**config.mk**
```make
export PLATFORM = sky130hd
export DESIGN_NAME = scan_sequencer
export DESIGN_NICKNAME = d
export VERILOG_FILES = /design/src/rtl/scan_pkg.sv /design/src/rtl/next_pos_find.sv /design/src/rtl/scan_sequencer.sv
export SDC_FILE = /design/constraint.sdc
export NUM_CORES = 1
export LEC_CHECK = 0
export CAP_MARGIN = 15
export CORE_AREA = 10 10 79 81
export DETAILED_ROUTE_END_ITERATION = 6
export DIE_AREA = 0 0 89 91
export PLACE_DENSITY_LB_ADDON = 0.25
export SLEW_MARGIN = 20
export SYNTH_ARGS = -nofsm -noshare
export SYNTH_HDL_FRONTEND = slang
export SYNTH_SLANG_ARGS = --single-unit
```
**constraint.sdc**
```tcl
create_clock -name CLK -period 3.83 [get_ports CLK]
set_input_delay 1.149 -clock CLK [delete_from_list [all_inputs] [get_ports CLK]]
set_output_delay 1.149 -clock CLK [all_outputs]
set_load 0.005 [all_outputs]
```
**src/rtl/scan_pkg.sv**
```systemverilog
// Shared definitions for the scan sequencer.
//   state_e : FSM encoding (IDLE = 0, SCAN = 1)
//   POS_W   : width of a scan position (3 bits -> 8 positions)
//   NUM_POS : number of scan positions (width of the mask)
package scan_pkg;

  typedef enum logic {
    IDLE = 1'b0,
    SCAN = 1'b1
  } state_e;

  localparam int POS_W   = 3;
  localparam int NUM_POS = 8;

endpackage

```
**src/rtl/next_pos_find.sv**
```systemverilog
// Combinational next-set-bit search over the scan mask.
//   mask        : in  - enabled positions, bit i = position i
//   pos         : in  - current position (ignored when from_lowest = 1)
//   from_lowest : in  - 1 = return the lowest set bit, 0 = lowest set bit above pos
//   next_pos    : out - selected position (0 when nothing found)
//   found       : out - a qualifying set bit exists
module next_pos_find
  import scan_pkg::*;
(
  input  logic [NUM_POS-1:0] mask,
  input  logic [POS_W-1:0]   pos,
  input  logic               from_lowest,
  output logic [POS_W-1:0]   next_pos,
  output logic               found
);

  // Scan from the top down so the lowest qualifying bit is the last writer.
  always_comb begin
    next_pos = '0;
    found    = 1'b0;
    for (int i = NUM_POS - 1; i >= 0; i--) begin
      if (mask[i] && (from_lowest || (POS_W'(i) > pos))) begin
        next_pos = POS_W'(i);
        found    = 1'b1;
      end
    end
  end

endmodule

```
**src/rtl/scan_sequencer.sv**
```systemverilog
// Scan sequencer: steps a 3-bit position through the enabled mask bits,
// holding each for max(DWELL,1) cycles, single sweep or continuous.
//   CLK, RST        : clock, synchronous active-high reset
//   START, STOP     : one-cycle begin / abort requests (STOP wins)
//   CONT            : 1 = wrap continuously, 0 = single sweep
//   MASK, DWELL     : enabled positions and dwell length, latched on START
//   EN, BUSY        : high while scanning (decoder enable)
//   W2, W1, W0      : position select, W2 = MSB, held while idle
//   DONE            : one-cycle pulse at the end of a single sweep
//   dbg_state       : current FSM state (0 = IDLE, 1 = SCAN)
// Handshake: START/STOP are single-cycle strobes sampled on the rising edge;
// START is accepted only in IDLE, STOP only acts in SCAN. All outputs are
// registered, so responses appear one cycle after the sampling edge.
module scan_sequencer
  import scan_pkg::*;
#(
  parameter int DWELL_W = 8
) (
  input  logic               CLK,
  input  logic               RST,
  input  logic               START,
  input  logic               STOP,
  input  logic               CONT,
  input  logic [NUM_POS-1:0] MASK,
  input  logic [DWELL_W-1:0] DWELL,
  output logic               EN,
  output logic               W2,
  output logic               W1,
  output logic               W0,
  output logic               BUSY,
  output logic               DONE,
  output logic               dbg_state
);

  state_e               state_q, state_d;
  logic [POS_W-1:0]     pos_q, pos_d;
  logic [DWELL_W-1:0]   cnt_q, cnt_d;
  logic [DWELL_W-1:0]   dwell_q, dwell_d;
  logic [NUM_POS-1:0]   mask_q, mask_d;
  logic                 cont_q, cont_d;
  logic                 done_q, done_d;

  logic [POS_W-1:0]     nxt_pos, first_pos;
  logic                 nxt_found, first_found;
  logic [NUM_POS-1:0]   first_mask;
  logic                 dwell_last;

  // Next higher enabled position within the latched mask.
  next_pos_find u_next (
    .mask        (mask_q),
    .pos         (pos_q),
    .from_lowest (1'b0),
    .next_pos    (nxt_pos),
    .found       (nxt_found)
  );

  // Lowest enabled position: taken from the live MASK when starting and from
  // the latched mask when wrapping.
  assign first_mask = (state_q == IDLE) ? MASK : mask_q;

  next_pos_find u_first (
    .mask        (first_mask),
    .pos         (pos_q),
    .from_lowest (1'b1),
    .next_pos    (first_pos),
    .found       (first_found)
  );

  // cnt_q counts cycles already spent at the position; DWELL of 0 or 1 both
  // mean a single cycle.
  assign dwell_last = (dwell_q <= DWELL_W'(1)) || (cnt_q == dwell_q - DWELL_W'(1));

  always_comb begin
    state_d = state_q;
    pos_d   = pos_q;
    cnt_d   = cnt_q;
    dwell_d = dwell_q;
    mask_d  = mask_q;
    cont_d  = cont_q;
    done_d  = 1'b0;
    case (state_q)
      IDLE: begin
        if (START && !STOP) begin
          mask_d  = MASK;
          dwell_d = DWELL;
          cont_d  = CONT;
          cnt_d   = '0;
          if (first_found) begin
            state_d = SCAN;
            pos_d   = first_pos;
          end else begin
            done_d = 1'b1;
          end
        end
      end
      SCAN: begin
        if (STOP) begin
          state_d = IDLE;
          cnt_d   = '0;
        end else if (dwell_last) begin
          cnt_d = '0;
          if (nxt_found) begin
            pos_d = nxt_pos;
          end else if (cont_q) begin
            pos_d = first_pos;
          end else begin
            state_d = IDLE;
            done_d  = 1'b1;
          end
        end else begin
          cnt_d = cnt_q + DWELL_W'(1);
        end
      end
      default: state_d = IDLE;
    endcase
  end

  always_ff @(posedge CLK) begin
    if (RST) begin
      state_q <= IDLE;
      pos_q   <= '0;
      cnt_q   <= '0;
      dwell_q <= '0;
      mask_q  <= '0;
      cont_q  <= 1'b0;
      done_q  <= 1'b0;
    end else begin
      state_q <= state_d;
      pos_q   <= pos_d;
      cnt_q   <= cnt_d;
      dwell_q <= dwell_d;
      mask_q  <= mask_d;
      cont_q  <= cont_d;
      done_q  <= done_d;
    end
  end

  assign EN           = (state_q == SCAN);
  assign BUSY         = (state_q == SCAN);
  assign {W2, W1, W0} = pos_q;
  assign DONE         = done_q;
  assign dbg_state    = state_q;

endmodule

```
# Yosys cells after proc, flatten, opt, wreduce, memory -nomap -nowiden
# Cells that the tools add are included.
# op_classes
add_sub_neg	2
mul	0
n_div	0
magnitude_cmp	9
eq_ne	6
shift	0
mux	58
bitwise	1
reduce_logical	13
# op_table
operator	n
$mux W3	22
$mux W8	4
$mux W1	28
$pmux W8 S2	1
$gt A3 B3 Y1 const A	4
$logic_and A1 B1 Y1	9
$add A8 B1 Y8 const B	1
$eq A8 B8 Y1	1
$le A8 B1 Y1 const B	1
$sub A8 B1 Y8 const B	1
$gt A1 B3 Y1 const A	2
$gt A2 B3 Y1 const A	2
$pmux W3 S2	1
$reduce_and A5 Y1	1
$ne A2 B1 Y1 const B	2
$ne A2 B2 Y1 const B	2
$pmux W1 S2	2
$ne A3 B1 Y1 const B	1
$reduce_and A2 Y1	1
$logic_not A1 Y1	1
$logic_or A1 B1 Y1	1
$not A1 Y1	1
# totals
ff_bits	30
latchBits	0
ramBits	0
mem_bits_ro	0
out_inout_bits	7
wordCells	96
n_memories	0

# Logic depth before layout (Yosys ltp)
# logic_depth
word_depth	14
depth_mapped	9
ltp_nobuf	8

# Hierarchy
# From an unflattened synthesis, not the netlist that was laid out.
# hier_totals
cells_unflattened	286
hier_area_um2	2155.8
# by_module_without_submodules
mod	n_inst	cells_per_inst	area_per_inst_um2	seq_area_each_um2
scan_sequencer	1	212	1682.9	600.6
next_pos_find	2	37	236.5	0.0

# Worst setup path before layout
# OpenSTA, ideal clock, no wires.
# synth_timing
path_type	in2reg
startpoint	input port START
endpoint	register pos_q[1]
setup_time_ps	87
arrival_time_ps	2223
slack_ps	1520
path_stages	6
path_cell_list	nor2b_1 -> nor2b_1 -> clkbuf_1 -> nand2b_1 -> o31a_1 -> o31ai_1
# synth_via
elab_chain_cells	3
# synth_lines
item	line_no	rtl
start, declared	scan_sequencer.sv:21	input logic START,
$logic_and A1 B1 Y1	scan_sequencer.sv:83	if (START && !STOP) begin
$ne A2 B1 Y1 (no source line)	n/a	
$reduce_and A5 Y1 (no source line)	n/a	
end signal, assigned	scan_sequencer.sv:129	pos_q <= pos_d;
end, declared	scan_sequencer.sv:36	logic [POS_W-1:0] pos_q, pos_d;
# Every way passes these cells.
# A chain may end at the register's enable or synchronous reset.

# Final worst setup path
# layout_timing
startpoint	register state_q, in the netlist BUSY
endpoint	output port EN
# layout_rtl
item	line_no	rtl
start, declared	scan_sequencer.sv:35	state_e state_q, state_d;
start signal, assigned	scan_sequencer.sv:128	state_q <= state_d;
end, declared	scan_sequencer.sv:26	output logic EN,
# No word-level cell between the ends.

==> impl_table.tex <==
\begin{tabular}{lr}
\hline
Metric & Value \\
\hline
\multicolumn{2}{l}{\textbf{Synthesis}} \\
Share of the synthesized area in the top cell type & 0.3274 \\
Mapped Cells & 241 \\
Async S/R FF share, synth & 0 \\
Synth top area cells & sky130\_fd\_sc\_hd\_\_dfxtp\_1 33\%, sky130\_fd\_sc\_hd\_\_nand2\_1 8.4\%, sky130\_fd\_sc\_hd\_\_a21oi\_1 7.9\% \\
Most used flip-flop cell after synthesis & sky130\_fd\_sc\_hd\_\_dfxtp\_1 \\
Total nets after synthesis & around 270 \\
Synthesized flop and latch total & 30 \\
Commonest cells post-synth & 41 x sky130\_fd\_sc\_hd\_\_nand2\_1, 30 x sky130\_fd\_sc\_hd\_\_dfxtp\_1, 29 x sky130\_fd\_sc\_hd\_\_a21oi\_1 \\
Largest area contributor in the synthesized netlist & sky130\_fd\_sc\_hd\_\_dfxtp\_1 \\
Number of enable flip-flop cells after synthesis & 0 \\
Distinct cell type count of the synthesized netlist & 45 \\
Most frequent cell after synthesis & sky130\_fd\_sc\_hd\_\_nand2\_1 \\
Avg Synthesized Cell Area & around 7.6 um\^{}2 \\
Warnings, synthesis & 0 \\
Sequential fraction of the synthesis area & 0.3274 \\
Mapped cell area & approximately 1800 um\^{}2 \\
\multicolumn{2}{l}{\textbf{Timing}} \\
Final setup violation count & 0 \\
Max-slew violation total from the final report & 0 \\
Pin slew with the least headroom to its limit & approximately 0.77 ns \\
Final worst-path setup slack & 0.9365 ns \\
Unrepaired setup endpoints after global routing & false \\
Clock skew & 0.007547 ns \\
Min cycle time layout & a little under 3 ns \\
Peak Freq & 345.6 MHz \\
Final period utilization & 0.7555 \\
Summed negative setup slack over all endpoints & 0 ns \\
Hold Vio Cnt, Final & 0 \\
Relative slew slack & 0.4877 \\
\multicolumn{2}{l}{\textbf{Die}} \\
Initial core utilization & 0.3936 \\
DIE AREA & $\sim$8100 um\^{}2 \\
Site Rows & 25 \\
Die boundary width & between 80 and 90 um \\
Number of placed I/O pins & 28 \\
Vertical extent of the die & roughly 91 um \\
Core ar. & 4661 um\^{}2 \\
\multicolumn{2}{l}{\textbf{Clock tree}} \\
Setup Fix Bufs, Post-CTS & 0 \\
Longest Clk Path Bufs & 2 \\
Clk sinks & 30 \\
Number of buffers created by CTS & 5 \\
CTS H-tree lvls & 2 \\
TritonCTS clock tree & built \\
Total of cells resized after clock tree synthesis & 0 \\
Skew-Pair Late Insertion Delay & approximately 0.28 ns \\
Clk slew on worst S/H paths & $\sim$0.07 ns \\
Root buffer selected by CTS & sky130\_fd\_sc\_hd\_\_clkbuf\_8 \\
Number of hold buffers added after cts & 0 \\
\multicolumn{2}{l}{\textbf{Placement}} \\
Placed cell count & 310 \\
Number of port buffers & 27 \\
Worst slack after detailed placement & 0.7975 ns \\
Detailed-placement wirelength estimate & between 3 and 4 mm \\
Global placer's final weighted congestion & 0.8623 \\
\multicolumn{2}{l}{\textbf{Global routing}} \\
Initial antenna violation count & 0 \\
Vias in the first global route & around 1500 \\
Pin count of the biggest net entering global routing & 28 \\
Global routing usage summed across all routing layers & 0.1100 \\
First-pass GRT wire length & 7.265 mm \\
Leftover overflow at the end of global routing & 0 \\
\multicolumn{2}{l}{\textbf{Detailed routing}} \\
DRT Wirelength & approximately 4.5 mm \\
Total number of vias & 1719 \\
Router iterations before antenna repair & 4 \\
ANT nets after route & 0 \\
Average wire length per cell after detail routing & 14.18 um \\
Iteration-0 DRC count of the detailed router & approximately 140 \\
Ratio of routed vias to standard cells & between 5 and 6 \\
DR DRC count & 0 \\
\multicolumn{2}{l}{\textbf{Min path}} \\
Endpoint of the worst hold-timing path & dwell\_q[7] \\
Worst min-delay path class & flop to flop \\
Cell count of the worst hold path & 2 \\
Startpoint of the worst hold path & dwell\_q[7] \\
\multicolumn{2}{l}{\textbf{Worst setup path}} \\
Critical path buffer and inverter count & 1 \\
Start of the worst register-to-register path & dwell\_q[0] \\
Type of the setup path with the least slack & flop to output pin \\
FF-to-FF path depth & 8 \\
Kind of start point of the critical path & flop \\
Slowest cell on the critical path & sky130\_fd\_sc\_hd\_\_dfxtp\_1 \\
Delay of the slowest cell on the worst path & between 0.8 and 0.9 ns \\
CP arrival & around 1.7 ns \\
Critical path, cell by cell & clkdlybuf4s50\_1 \\
Worst-path maximum fanout & 24 \\
Element type at the critical path end & output pin \\
Crit-path leading delay family & flip-flops \\
Worst reg-to-reg setup slack & 1.41 ns \\
Reg2reg end & pos\_q[2] \\
Number of gates on the worst path with buffers counted & 1 \\
Required time reported for the critical path endpoint & 2.68 ns \\
\multicolumn{2}{l}{\textbf{Power}} \\
Flop pwr share & 0.455 \\
Worst ir drop on vdd & around 0.23 mV \\
Clk pwr share & 0.348 \\
Net Sw Power & 0.2169 mW \\
Share of total power in combinational logic & 0.197 \\
Switching share of total power & 0.2853 \\
Power per cell area & between 300 and 400 nW/um\^{}2 \\
Power Internal & approximately 0.54 mW \\
Leakage & $\sim$0.83 nW \\
\multicolumn{2}{l}{\textbf{Final layout}} \\
Share of post-route cells with drive strength above 1 & 0.04924 \\
Diodes inserted & 0 \\
Final std cells w/o fill & $\sim$320 \\
Final net count & around 290 \\
Layout Area Growth over Synthesis & 20.94\% \\
\multicolumn{2}{l}{\textbf{Status}} \\
Run status & complete, no violations \\
\multicolumn{2}{l}{\textbf{Job}} \\
MaxCap Viol Count & 0 \\
\hline
\end{tabular}
## through the flow
stage	total power, mW	util	cell area, um^2	hold WS [ns]
final	0.7601	0.4760	2218	0.4818
after global routing	0.7971	0.4760	2218	0.4988
after CTS	0.7666	0.4760	2218	0.4829
after detailed placement	0.5018	0.4556	2123	0.4744
after global placement	0.5020	0.4556	2123	0.4619
after floorplan	0.4501	-	1834	0.4447
## cell families after synthesis
kind of cell / Yosys count / synth area share
XOR/XNOR: 10 / 0.04775
flip-flops: 30 / 0.3274
adder cells (fa/ha/maj): 3 / 0.02047
AO/OA/AOI/OAI: 73 / 0.2497
multiplexers: 3 / 0.01637
buffers and inverters: 18 / 0.04297
AND/OR/NAND/NOR: 104 / 0.2954
## how the worst max path moves through the flow
stage	start	end
global placement	MASK[0]	pos_q[2]
global route	BUSY	EN
CTS	BUSY	BUSY
detailed placement	MASK[0]	pos_q[2]
finish	BUSY	EN
floorplan	START	pos_q[1]
## final cells by class
type / count / area (um^2)
well taps: 54 / 67.56
fillers: 443 / 2442
repair buffers: 29 / 285.3
multi-input cells: 193 / 1155
inverters: 4 / 15.01
flip-flops and latches: 30 / 600.6
clock buffers: 6 / 82.58
clock inverters: 2 / 12.51
## flip-flops by register name, indices dropped and copies added (netlist names)
register,cells
BUSY,1
dwell_q,8
mask_q,8
pos_q,3
cnt_q,8
cont_q,1
DONE,1
## routing by layer
layer | track usage | part of all wire | vias up
met2 | 0.1660 | 0.44 | 26
met4 | 0.03979 | 0.015 | 0
li1 | - | - | 904
met1 | 0.1469 | 0.50 | 783
met3 | 0.02681 | 0.041 | 6
met5 | 0 | 0 | -
## placed cells by master (no fill, tap or decap), types with 6 or more instances in the layout
cell type | synthesis | final
sky130_fd_sc_hd__nand2_1 | 41 | 41
sky130_fd_sc_hd__dfxtp_1 | 30 | 30
sky130_fd_sc_hd__a21oi_1 | 29 | 29
sky130_fd_sc_hd__clkdlybuf4s50_1 | 0 | 27
sky130_fd_sc_hd__o21ai_0 | 10 | 10
sky130_fd_sc_hd__nor2_1 | 10 | 10
sky130_fd_sc_hd__nand2b_1 | 10 | 10
sky130_fd_sc_hd__nor3_1 | 9 | 9
sky130_fd_sc_hd__a31oi_1 | 9 | 9
sky130_fd_sc_hd__xor2_1 | 7 | 7
sky130_fd_sc_hd__and3_1 | 7 | 7
sky130_fd_sc_hd__nor2b_1 | 6 | 6
sky130_fd_sc_hd__clkbuf_8 | 0 | 6
## power by group through the flow
stage	clock network (mW)	registers, mW	logic [mW]
floorplan	0	0.343	0.107
global placement	0	0.352	0.150
detailed placement	0	0.352	0.150
CTS	0.271	0.345	0.151
global route	0.282	0.348	0.167
finish	0.265	0.346	0.150
Note: power is estimated with default switching activity, not from simulation.
